==> config.mk <==
export PLATFORM = sky130hd
export DESIGN_NAME = ibex_zkn_aes_seq
export DESIGN_NICKNAME = d
export VERILOG_FILES = /design/src/rtl/ibex_zkn_aes_seq.sv
export SDC_FILE = /design/constraint.sdc
export NUM_CORES = 1
export LEC_CHECK = 0
export ABC_AREA = 1
export BUFFER_PORTS_ARGS = -buffer_cell sky130_fd_sc_hd__buf_2
export CORE_MARGIN = 3
export CORE_UTILIZATION = 30
export DETAILED_ROUTE_END_ITERATION = 10
export PLACE_DENSITY_LB_ADDON = 0.1
export SYNTH_ARGS = -nofsm -noshare
export SYNTH_HDL_FRONTEND = slang
export SYNTH_SLANG_ARGS = --single-unit
==> constraint.sdc <==
create_clock -name clk_i -period 2.7 [get_ports clk_i]
set_input_delay 0.135 -clock clk_i [delete_from_list [all_inputs] [get_ports clk_i]]
set_output_delay 0.135 -clock clk_i [all_outputs]
set_load 0.02 [all_outputs]
==> src/rtl/ibex_zkn_aes_seq.sv <==
// ibex_zkn_aes_seq: multi-cycle sequencer for the AES32 (esi/esmi/dsi/dsmi)
// instructions. It captures operands, requests the shared byte S-box, waits
// for its fixed-latency response, applies the optional MixColumn expansion and
// rotation, XORs into rs1 and holds the result until ID accepts it.
module ibex_zkn_aes_seq #(
   parameter int unsigned SBoxLatency = 1
) (
   input  logic        clk_i,
   input  logic        rst_ni,
   input  logic        en_i,
   input  logic [1:0]  bs_i,
   input  logic        mr_i,
   input  logic        enc_dec_i,
   input  logic [31:0] op_a_i,
   input  logic [31:0] op_b_i,
   input  logic        ready_id_i,
   output logic        sbox_req_o,
   input  logic        sbox_gnt_i,
   output logic        sbox_inv_o,
   output logic [7:0]  sbox_in_o,
   input  logic [7:0]  sbox_out_i,
   output logic        valid_o,
   output logic [31:0] result_o,
   output logic        busy_o
);

   typedef enum logic [1:0] {S_IDLE, S_REQ, S_WAIT, S_DONE} state_e;

   state_e      r_state, w_state_nxt;
   logic [1:0]  r_bs;
   logic        r_mr;
   logic        r_enc;
   logic [31:0] r_opa;
   logic [7:0]  r_b;
   logic [1:0]  r_cnt;
   logic [31:0] r_result;

   logic        w_load;
   logic        w_gnt;
   logic        w_cap;
   logic [7:0]  w_sel_b;
   logic [31:0] w_mixed;
   logic [31:0] w_result;

   // GF(2^8) doubling, polynomial 0x11B
   function automatic logic [7:0] xt(input logic [7:0] x);
      return {x[6:0], 1'b0} ^ (x[7] ? 8'h1B : 8'h00);
   endfunction

   assign w_load = (r_state == S_IDLE) && en_i;
   assign w_gnt  = (r_state == S_REQ) && sbox_gnt_i;
   assign w_cap  = (r_state == S_WAIT) && (r_cnt == 2'd1);

   // pick the rs2 byte addressed by bs
   always_comb begin
      w_sel_b = op_b_i[7:0];
      case (bs_i)
         2'd0: w_sel_b = op_b_i[7:0];
         2'd1: w_sel_b = op_b_i[15:8];
         2'd2: w_sel_b = op_b_i[23:16];
         2'd3: w_sel_b = op_b_i[31:24];
         default: w_sel_b = op_b_i[7:0];
      endcase
   end

   // MixColumn byte expansion, rotation into place and XOR into rs1
   always_comb begin
      logic [7:0] s, s2, s4, s8;
      s  = sbox_out_i;
      s2 = xt(s);
      s4 = xt(s2);
      s8 = xt(s4);
      w_mixed = {24'h0, s};
      if (r_mr) begin
         if (r_enc) w_mixed = {s2 ^ s, s, s, s2};
         else       w_mixed = {s8 ^ s2 ^ s, s8 ^ s4 ^ s, s8 ^ s, s8 ^ s4 ^ s2};
      end
      w_result = r_opa;
      case (r_bs)
         2'd0: w_result = r_opa ^ w_mixed;
         2'd1: w_result = r_opa ^ {w_mixed[23:0], w_mixed[31:24]};
         2'd2: w_result = r_opa ^ {w_mixed[15:0], w_mixed[31:16]};
         2'd3: w_result = r_opa ^ {w_mixed[7:0],  w_mixed[31:8]};
         default: w_result = r_opa;
      endcase
   end

   // next-state decode; a granted access always drains through WAIT
   always_comb begin
      w_state_nxt = r_state;
      case (r_state)
         S_IDLE: if (en_i) w_state_nxt = S_REQ;
         S_REQ: begin
            if (sbox_gnt_i)  w_state_nxt = S_WAIT;
            else if (!en_i)  w_state_nxt = S_IDLE;
         end
         S_WAIT: if (r_cnt == 2'd1) w_state_nxt = en_i ? S_DONE : S_IDLE;
         S_DONE: if (ready_id_i || !en_i) w_state_nxt = S_IDLE;
         default: w_state_nxt = S_IDLE;
      endcase
   end

   // state register
   always_ff @(posedge clk_i or negedge rst_ni) begin
      if (!rst_ni) r_state <= S_IDLE;
      else         r_state <= w_state_nxt;
   end

   // operand capture when an op starts from IDLE
   always_ff @(posedge clk_i or negedge rst_ni) begin
      if (!rst_ni) begin
         r_bs  <= '0;
         r_mr  <= 1'b0;
         r_enc <= 1'b0;
         r_opa <= '0;
         r_b   <= '0;
      end else if (w_load) begin
         r_bs  <= bs_i;
         r_mr  <= mr_i;
         r_enc <= enc_dec_i;
         r_opa <= op_a_i;
         r_b   <= w_sel_b;
      end
   end

   // S-box latency counter: loaded on grant, counts down while waiting
   always_ff @(posedge clk_i or negedge rst_ni) begin
      if (!rst_ni)                   r_cnt <= '0;
      else if (w_gnt)                r_cnt <= 2'(SBoxLatency);
      else if (r_state == S_WAIT)    r_cnt <= r_cnt - 2'd1;
   end

   // result register, written the cycle the S-box data is valid
   always_ff @(posedge clk_i or negedge rst_ni) begin
      if (!rst_ni)    r_result <= '0;
      else if (w_cap) r_result <= w_result;
   end

   assign sbox_req_o = (r_state == S_REQ);
   assign sbox_in_o  = (r_state == S_REQ) ? r_b : 8'h00;
   assign sbox_inv_o = (r_state == S_REQ) ? ~r_enc : 1'b0;
   assign valid_o    = (r_state == S_DONE);
   assign result_o   = (r_state == S_DONE) ? r_result : 32'h0;
   assign busy_o     = (r_state != S_IDLE);

endmodule

==> run metrics <==
Synth Area in Simple Gates 0.403; Max Clock Freq 454 MHz; Slowest-stage cell, CP dfrtp_1; grt ovf 0; share of the synthesized area in the top cell type 0.342; root buf cell clkbuf_16; 1st-iter DRT viols 363; leading area contributor after synthesis dfrtp_1; Critical Path RT a little under 3000 ps; final setup TNS 0 ps; Die X 146 um; status finished clean; worst reg-to-reg setup slack 490 ps; drt wl/cell 15.3 um; Boundary Pins around 130; Synth Area in XOR/XNOR 0.0120; main combinational cell family by area after synthesis simple AND/OR/NAND/NOR gates; post-synthesis compound-gate area fraction 0.130; drc violations 0; RSZ-0062 raised after global routing false; Synth Area in Adders 0.00213; crit path to r_result[21]; CTS buffer count 9; Syn Nets 1,010; # setup viols final 0; R2R cell count 10; worst reg2reg path startpoint r_enc; H-tree levels 3; Final Cycle Share 0.817; dpl hpwl 15,100 um; pin count of the biggest net entering global routing 68; Post-Syn Instances 928; hold_ws 3.40 ps; CTS tree done; Slew Limit Headroom 0.507; Worst-Margin Slew roughly 740 ps; fill count 2,111; Crit path depth 10; CP Buf/Inv Count 1; DRT Wirelength 20,100 um; row cnt 50; gpl congestion 0.845; initial antenna violation count 0; crit-path cells inv_2 -> nand3_2 -> nand2_1 -> nand3_1 -> o21ai_0 -> nor2_1 -> nand2_1 -> nand3_1 -> nand3_1 -> nand2_1; Setup CP Type reg -> reg; Worst-Skew Late Latency 350 ps; Cell Pwr Density roughly 1100 nW/um2; launching element type of the critical path flop; post-synthesis cell type count between 40 and 50; buffers added on ports 124; max-cap violations 0; first-pass GRT wire length 33,700 um; Total Routing Usage GR 0.195; Hold Path Class in -> reg; Tmin final 2210 ps; CP max FO 20; die area 21,300 um2; fraction of layout cells with a size suffix above 1 0.183; Syn Area/Cell ~6.3 um2; Synth area leaders dfrtp_1, nand2_1, nand3_1; CP top delay family simple AND/OR/NAND/NOR gates; crit-path max cell delay 520 ps; Die H 146 um; sequential share of the synthesized area 0.342; WP data arrival 2450 ps; final hold vios 0; Core ar. 19,000 um2; drt pass-1 iters 5; Setup Skew 6.58 ps; leakage power total 3.80 nW; Antenna Cells 0; via count roughly 6.3k; Via density 4.80; mux cell area share after synthesis 0; Max Buffers Root-to-Sink 2; FF+latch count, synth 80; Initial Utilization 0.309; yosys warns 0; Setup crit end kind flop; Critical Path Source r_enc; Routed Antenna Nets 0; Mapped Area 5860 um2; final net count 1,130; vias in the first global route about 6.5k; P&R area growth vs syn 22.0%; max-slew violation count 0; clock sinks 80; Critical R2R Capture r_result[21]; Worst-path clk slew 70 ps; maximum VDD drop ~540 uV
-- power breakdown --
group          switching [mW]  internal (mW)  total [mW]
Clock                   0.543          0.722        1.27
Combinational            2.96           1.43        4.38
Sequential              0.391           1.78        2.17
-- registers in the layout (all words and copies together) (netlist names) --
signal    count
r_opa        32
r_result     32
r_b           8
r_bs          2
r_cnt         2
r_state       2
r_enc         1
r_mr          1
-- worst reg2reg max path: cells and delay by family (launching register included) --
family	cells	cell delay, ps
flip-flops	1	520
AO/OA/AOI/OAI	1	290
AND/OR/NAND/NOR	8	930
buffers and inverters	1	350
-- routing by layer --
layer	wire length (um)	vias up	track usage
met3	1190	25	0.0396
li1	-	3210	-
met1	8970	2871	0.248
met5	0	-	0
met2	9610	198	0.337
met4	359	0	0.0541
-- kinds of logic after synthesis --
family          Yosys count
xor+xnor                  8
simple gates            549
flops                    80
fa+ha+maj                 1
buf+inv                 158
compound gates          132
-- metrics by stage --
stage	utilization	cell area, um2	instances	setup slack, ps	total power, mW
after floorplan	-	5860	928	977	5.27
after global placement	0.355	6740	1285	499	6.57
after detailed placement	0.355	6740	1285	535	6.58
after CTS	0.377	7150	1313	521	7.90
after global routing	0.377	7150	1313	220	8.68
final	0.377	7150	1313	495	7.82
-- worst min-delay path by stage --
| stage | depth (start not counted) | start | endpoint | slack [ps] |
|---|---|---|---|---|
| global placement | 1 | rst_ni | r_result[20] | 240 |
| global route | 3 | op_a_i[25] | r_opa[25] | 20 |
| finish | 3 | op_a_i[9] | r_opa[9] | 3 |
| detailed placement | 1 | rst_ni | r_result[20] | 230 |
| floorplan | 0 | rst_ni | r_b[0] | -160 |
| CTS | 3 | op_a_i[9] | r_opa[9] | 2 |
-- cell usage in the layout (no fill, tap or decap), types with 2 or more instances in the layout --
cell type,Yosys,layout
nand4_1,14,14
nand3_2,4,4
inv_1,101,101
xor2_1,5,5
inv_6,0,2
nor2_1,67,66
dfrtp_1,80,80
inv_2,10,10
clkinvlp_4,0,2
nand3b_1,2,2
a31oi_2,2,2
buf_2,14,123
o22ai_1,2,2
buf_12,0,2
xnor2_1,3,3
o21bai_1,2,2
o21ai_0,67,67
buf_4,4,14
nor2_2,4,4
a221oi_1,2,2
nor2_4,1,2
or2_1,3,3
nand2_4,2,2
o211ai_1,8,8
nand2_2,10,10
clkbuf_16,0,9
a21o_1,4,4
a211oi_1,5,5
clkinv_1,4,4
dlygate4sd3_1,0,12
o21ai_1,17,17
nand3_1,127,127
a21oi_1,18,18
nand2_1,313,313
-- cell usage after synthesis (all sizes together) --
master,count
or2,5
o31ai,1
xnor2,3
a21o,4
a21oi,19
a211oi,5
buf,26
o22ai,3
inv,112
ha,1
a31oi,3
o21bai,2
a221oi,2
dfrtp,80
o2111ai,1
o211ai,8
nand4,14
clkinv,4
o21ai,84
xor2,5
nor2,72
nand3b,2
clkbuf,16
nand3,131
nand2,325
-- final cells by class --
| type | count | area, um2 | share of cell area |
|---|---|---|---|
| Multi-Input combinational cell | 690 | 3210 | 0.449 |
| Clock buffer | 10 | 229 | 0.0320 |
| Clock inverter | 6 | 67.6 | 0.00945 |
| Timing Repair Buffer | 151 | 881 | 0.123 |
| Inverter | 116 | 438 | 0.0612 |
| Tap cell | 260 | 325 | 0.0455 |
| Sequential cell | 80 | 2000 | 0.280 |
-- what timing repair did --
action / in CTS / in global routing
hold buffers: 12 / 0
endpoints found under the hold margin: 61 / 0
buffers inserted: 0 / 0
gates resized for setup: 0 / 0
Note: power is estimated with default switching activity, not from simulation.
